$ cat src/rtl/dcache_stall_ctrl.sv
// -----------------------------------------------------------------------------
// dcache_stall_ctrl
// Data-cache miss controller for a 5-stage pipeline. Detects a MEM-stage miss,
// optionally writes back the dirty victim, refills the line from main memory,
// strobes the refill into the cache and freezes the pipeline for the duration.
//
// Ports
//   clk_i         clock, all state updates on the rising edge
//   rst_i         synchronous active-high reset
//   start_i       CPU run enable; gates acceptance of new misses only
//   mem_req_i     MEM stage holds a valid load/store
//   hit_i         data-cache tag hit for the MEM-stage address
//   dirty_i       victim line dirty, sampled in IDLE on a miss
//   mem_ack_i     main memory completed the current transaction
//   stall_o       pipeline freeze (Mealy in IDLE, 1 in every busy state)
//   mem_enable_o  main-memory request valid
//   mem_write_o   1 = victim write-back, 0 = line read
//   refill_o      one-cycle strobe to write the fetched line into the cache
//   busy_o        FSM not in IDLE
//   miss_cnt_o    accepted misses, saturating at all-ones
//   stall_cyc_o   cycles with stall_o=1, wrapping
// -----------------------------------------------------------------------------
module dcache_stall_ctrl #(
  parameter int unsigned MISS_CNT_W = 16
) (
  input  logic                  clk_i,
  input  logic                  rst_i,
  input  logic                  start_i,
  input  logic                  mem_req_i,
  input  logic                  hit_i,
  input  logic                  dirty_i,
  input  logic                  mem_ack_i,
  output logic                  stall_o,
  output logic                  mem_enable_o,
  output logic                  mem_write_o,
  output logic                  refill_o,
  output logic                  busy_o,
  output logic [MISS_CNT_W-1:0] miss_cnt_o,
  output logic [31:0]           stall_cyc_o
);

  localparam int unsigned CYC_W = 32;

  typedef enum logic [1:0] {
    S_IDLE      = 2'd0,
    S_WRITEBACK = 2'd1,
    S_REFILL    = 2'd2,
    S_COMMIT    = 2'd3
  } state_t;

  state_t                r_state;
  state_t                w_next;

  logic                  w_miss;
  logic                  w_stall;

  logic                  r_mem_enable;
  logic                  r_mem_write;
  logic                  r_refill;
  logic                  r_busy;
  logic                  w_nxt_mem_enable;
  logic                  w_nxt_mem_write;
  logic                  w_nxt_refill;
  logic                  w_nxt_busy;

  logic [MISS_CNT_W-1:0] r_miss_cnt;
  logic [CYC_W-1:0]      r_stall_cyc;

  // Miss qualification: only IDLE accepts a new miss, and only while running.
  assign w_miss  = (r_state == S_IDLE) & start_i & mem_req_i & ~hit_i;

  // Stall must be combinational on the detecting cycle so the pipeline
  // registers do not advance past the missing access.
  assign w_stall = (r_state != S_IDLE) | w_miss;

  // Next-state logic.
  always_comb begin
    w_next = r_state;
    unique case (r_state)
      S_IDLE: begin
        if (w_miss) begin
          w_next = dirty_i ? S_WRITEBACK : S_REFILL;
        end
      end
      S_WRITEBACK: begin
        // Going straight to REFILL keeps mem_enable_o high with no gap.
        if (mem_ack_i) begin
          w_next = S_REFILL;
        end
      end
      S_REFILL: begin
        if (mem_ack_i) begin
          w_next = S_COMMIT;
        end
      end
      S_COMMIT: begin
        w_next = S_IDLE;
      end
      default: begin
        w_next = S_IDLE;
      end
    endcase
  end

  // Moore outputs decoded from the next state so their registers always
  // mirror a decode of the current state.
  always_comb begin
    w_nxt_mem_enable = 1'b0;
    w_nxt_mem_write  = 1'b0;
    w_nxt_refill     = 1'b0;
    w_nxt_busy       = 1'b0;
    unique case (w_next)
      S_IDLE: begin
        w_nxt_busy = 1'b0;
      end
      S_WRITEBACK: begin
        w_nxt_mem_enable = 1'b1;
        w_nxt_mem_write  = 1'b1;
        w_nxt_busy       = 1'b1;
      end
      S_REFILL: begin
        w_nxt_mem_enable = 1'b1;
        w_nxt_busy       = 1'b1;
      end
      S_COMMIT: begin
        w_nxt_refill = 1'b1;
        w_nxt_busy   = 1'b1;
      end
      default: begin
        w_nxt_busy = 1'b0;
      end
    endcase
  end

  // State and registered Moore outputs; reset wins over any in-flight miss.
  always_ff @(posedge clk_i) begin
    if (rst_i) begin
      r_state      <= S_IDLE;
      r_mem_enable <= 1'b0;
      r_mem_write  <= 1'b0;
      r_refill     <= 1'b0;
      r_busy       <= 1'b0;
    end else begin
      r_state      <= w_next;
      r_mem_enable <= w_nxt_mem_enable;
      r_mem_write  <= w_nxt_mem_write;
      r_refill     <= w_nxt_refill;
      r_busy       <= w_nxt_busy;
    end
  end

  // Accepted-miss counter, saturating at all-ones.
  always_ff @(posedge clk_i) begin
    if (rst_i) begin
      r_miss_cnt <= '0;
    end else if (w_miss && (r_miss_cnt != {MISS_CNT_W{1'b1}})) begin
      r_miss_cnt <= r_miss_cnt + MISS_CNT_W'(1);
    end
  end

  // Stall-cycle counter, free wrapping.
  always_ff @(posedge clk_i) begin
    if (rst_i) begin
      r_stall_cyc <= '0;
    end else if (w_stall) begin
      r_stall_cyc <= r_stall_cyc + CYC_W'(1);
    end
  end

  assign stall_o      = w_stall;
  assign mem_enable_o = r_mem_enable;
  assign mem_write_o  = r_mem_write;
  assign refill_o     = r_refill;
  assign busy_o       = r_busy;
  assign miss_cnt_o   = r_miss_cnt;
  assign stall_cyc_o  = r_stall_cyc;

endmodule

$ cat config.mk
export PLATFORM = sky130hd
export DESIGN_NAME = dcache_stall_ctrl
export DESIGN_NICKNAME = d
export VERILOG_FILES = /design/src/rtl/dcache_stall_ctrl.sv
export SDC_FILE = /design/constraint.sdc
export NUM_CORES = 1
export LEC_CHECK = 0
export ABC_AREA = 1
export BUFFER_PORTS_ARGS = -buffer_cell sky130_fd_sc_hd__buf_2
export CAP_MARGIN = 10
export CORE_ASPECT_RATIO = 0.75
export CORE_MARGIN = 10
export CORE_UTILIZATION = 30
export CTS_CLUSTER_DIAMETER = 80
export DETAILED_ROUTE_END_ITERATION = 12
export SYNTH_ARGS = -nofsm -noshare
export SYNTH_HDL_FRONTEND = slang
export SYNTH_SLANG_ARGS = --single-unit
$ cat constraint.sdc
create_clock -name clk_i -period 2.6 [get_ports clk_i]
set_clock_uncertainty 0.15 [all_clocks]
set_input_delay 0.26 -clock clk_i [delete_from_list [all_inputs] [get_ports clk_i]]
set_output_delay 0.26 -clock clk_i [all_outputs]
set_load 0.01 [all_outputs]
==> impl_metrics.json <==
{
  "ys_ff_latch": 54,
  "gr-usage-met1_pct": 15.4,
  "synth.distinct_cells": 26,
  "numCtsBuffers": 5,
  "grt_pass1_vias": 2886,
  "hpwl_um": 6290,
  "start_util_pct": 31.0,
  "cp-end-kind": "flip-flop",
  "core.rowCount": 31,
  "slew_violations": 0,
  "p_per_area_nw_per_um2": 484,
  "drv_cap": 0,
  "fin_crit_sh_pct": 75.2,
  "wirelength_um": 8220,
  "hold_buffers": 0,
  "clkTransAtPathRegs_ns": 0.07,
  "synth_edf_count": 0,
  "routabilityCongestion": 0.844,
  "worst_slew_pin_slew_ns": 0.991,
  "finalSetupViolations": 0,
  "required_ns": 2.68,
  "place_inst": 662,
  "drive_above_1_share_pct": 16.2,
  "clk_latency_ns": 0.29,
  "die_w_um": 136,
  "vias": 3069,
  "cts_tree": "done",
  "timing.setup.tns_ns": 0,
  "ys_warn_count": 0,
  "slew_headroom_pct": 33.9,
  "clk_path_buf_depth": 2,
  "worstPathMaxFanout": 12,
  "die_h_um": 107,
  "overflow": 0,
  "fp.coreArea_um2": 9700,
  "power.total_uw": 1740,
  "drtAntennaViolNets": 0,
  "top_usage_layer": "met2",
  "cts_root_buf": "clkbuf_16",
  "grt_max_degree": 31,
  "hold-worst-slack_ns": 0.244,
  "dieArea_um2": 14400,
  "initialDrtViolationCount": 199,
  "vias_per_cell": 4.59,
  "drc_errors": 0,
  "antenna_cells": 0,
  "start_kind": "flip-flop",
  "final_cells": 669,
  "yosysTopAreaCell": "dfxtp_1",
  "synth-seq-area-share_pct": 36.0,
  "critPathArrivalTime_ns": 2.04,
  "status": "completed",
  "fmax_mhz": 511,
  "antenna_found_initial": 0,
  "ir_drop_v": 0.000253,
  "rsz0062_at_grt": "no",
  "crit_type": "flip-flop to flip-flop",
  "hold_violations": 0,
  "htreeDepth": 2,
  "wire_per_inst_um": 12.3,
  "worst_hold_path_type": "input port to flip-flop",
  "post_cts_buffers": 0,
  "met2_usage_pct": 17.7,
  "min_period_ns": 1.96,
  "synth_fp_nets": 491,
  "yosys_most_used_dff": "dfxtp_1",
  "boundaryPins": 60,
  "synth_top_cell_area_share_pct": 36.0,
  "synthCells": 479,
  "numPortBuffers": 59,
  "leakagePower_uw": 0.00152,
  "grt_first_pass_wirelength_um": 14000,
  "async_flop_share_pct": 0,
  "min_path_cells": 6,
  "postPlaceCellArea_um2": 3420,
  "synth_area_um2": 3000,
  "cts_resized": 0,
  "synthTopCellsByCount": "nand2_1 (135), nor2_1 (88), inv_1 (62), dfxtp_1 (54), nand3_1 (35)",
  "synth.most_common_cell": "nand2_1",
  "layout.nets": 549,
  "synth_area_per_cell_um2": 6.27,
  "synth.area.top_cells": "dfxtp_1 (36%), nand2_1 (17%), nor2_1 (11%)",
  "area_growth_pct": 19.6,
  "grtUsageMet3_pct": 3.22,
  "drt_pre_antenna_iters": 5,
  "clock-sinks": 54,
  "grtUsageTotal_pct": 11.6,
  "rr_worst_depth": 11,
  "fin_area_um2": 3590
}
==> metal layers <==
layer / routed length [um] / vias up / part of all wire, %
met5: 0 / - / 0
met4: 125 / 0 / 1.5
met3: 552 / 11 / 6.7
met2: 3530 / 72 / 43
met1: 4010 / 1378 / 49
li1: - / 1608 / -
==> placed cells by master (no fill, tap or decap), types with 6 or more instances in the layout <==
cell / count
nand2_1: 135
nor2_1: 88
inv_1: 62
buf_2: 59
dfxtp_1: 54
nand3_1: 35
a21oi_1: 22
nand4_1: 18
o21ai_0: 13
nor2_2: 8
xor2_1: 6
==> sequential cells by signal, summed over array words and instances (netlist names) <==
| name | count |
|---|---|
| refill_o | 1 |
| busy_o | 1 |
| stall_cyc_o | 32 |
| r_state | 2 |
| mem_enable_o | 1 |
| miss_cnt_o | 16 |
| mem_write_o | 1 |
==> where the power goes <==
group	total (uW)	internal [uW]	switching, uW
sequential	850	841	9.68
combinational	118	37.8	80.4
clock	771	476	295
total	1740	1350	385
==> area by class of cell <==
type / count / area (um^2)
flip-flops and latches: 54 / 1080
multi-input cells: 349 / 1610
inverters: 65 / 244
fillers: 1072 / 6110
repair buffers: 62 / 318
clock buffers: 6 / 139
clock inverters: 1 / 30.0
well taps: 132 / 165
==> kinds of logic after synthesis <==
family          synth area share [%]
simple gates                    42.4
flops                           36.0
buf+inv                         10.2
xor+xnor                        2.63
fa+ha+maj                       2.08
compound gates                  6.67
==> stage by stage <==
| step | setup slack (ns) | util (%) |
|---|---|---|
| global route | 0.377 | 37.0 |
| finish | 0.645 | 37.0 |
| floorplan | 0.846 | - |
| global placement | 0.726 | 35.3 |
| CTS | 0.645 | 37.0 |
| detailed placement | 0.665 | 35.3 |
==> worst paths after layout <==
path / start / to / slack, ns
worst max-delay path: miss_cnt_o[0] / miss_cnt_o[12] / 0.64
worst min-delay path: dirty_i / r_state[1] / 0.24
worst max register to register: miss_cnt_o[0] / miss_cnt_o[12] / 0.64
worst min register to register: stall_cyc_o[6] / stall_cyc_o[6] / 0.32
==> critical path, cell delays in order, from the launching register on <==
cell and delay, ns:
dfxtp_1 0.36, ha_1 0.27, nand2_1 0.08, nor2_1 0.04, nand2_1 0.11, nor2_1 0.07, nor2_2 0.26, buf_4 0.25
nand2_1 0.08, nand2_1 0.06, nand2_1 0.04, nor2_1 0.11
No activity file was read; power rests on OpenSTA's default activity.
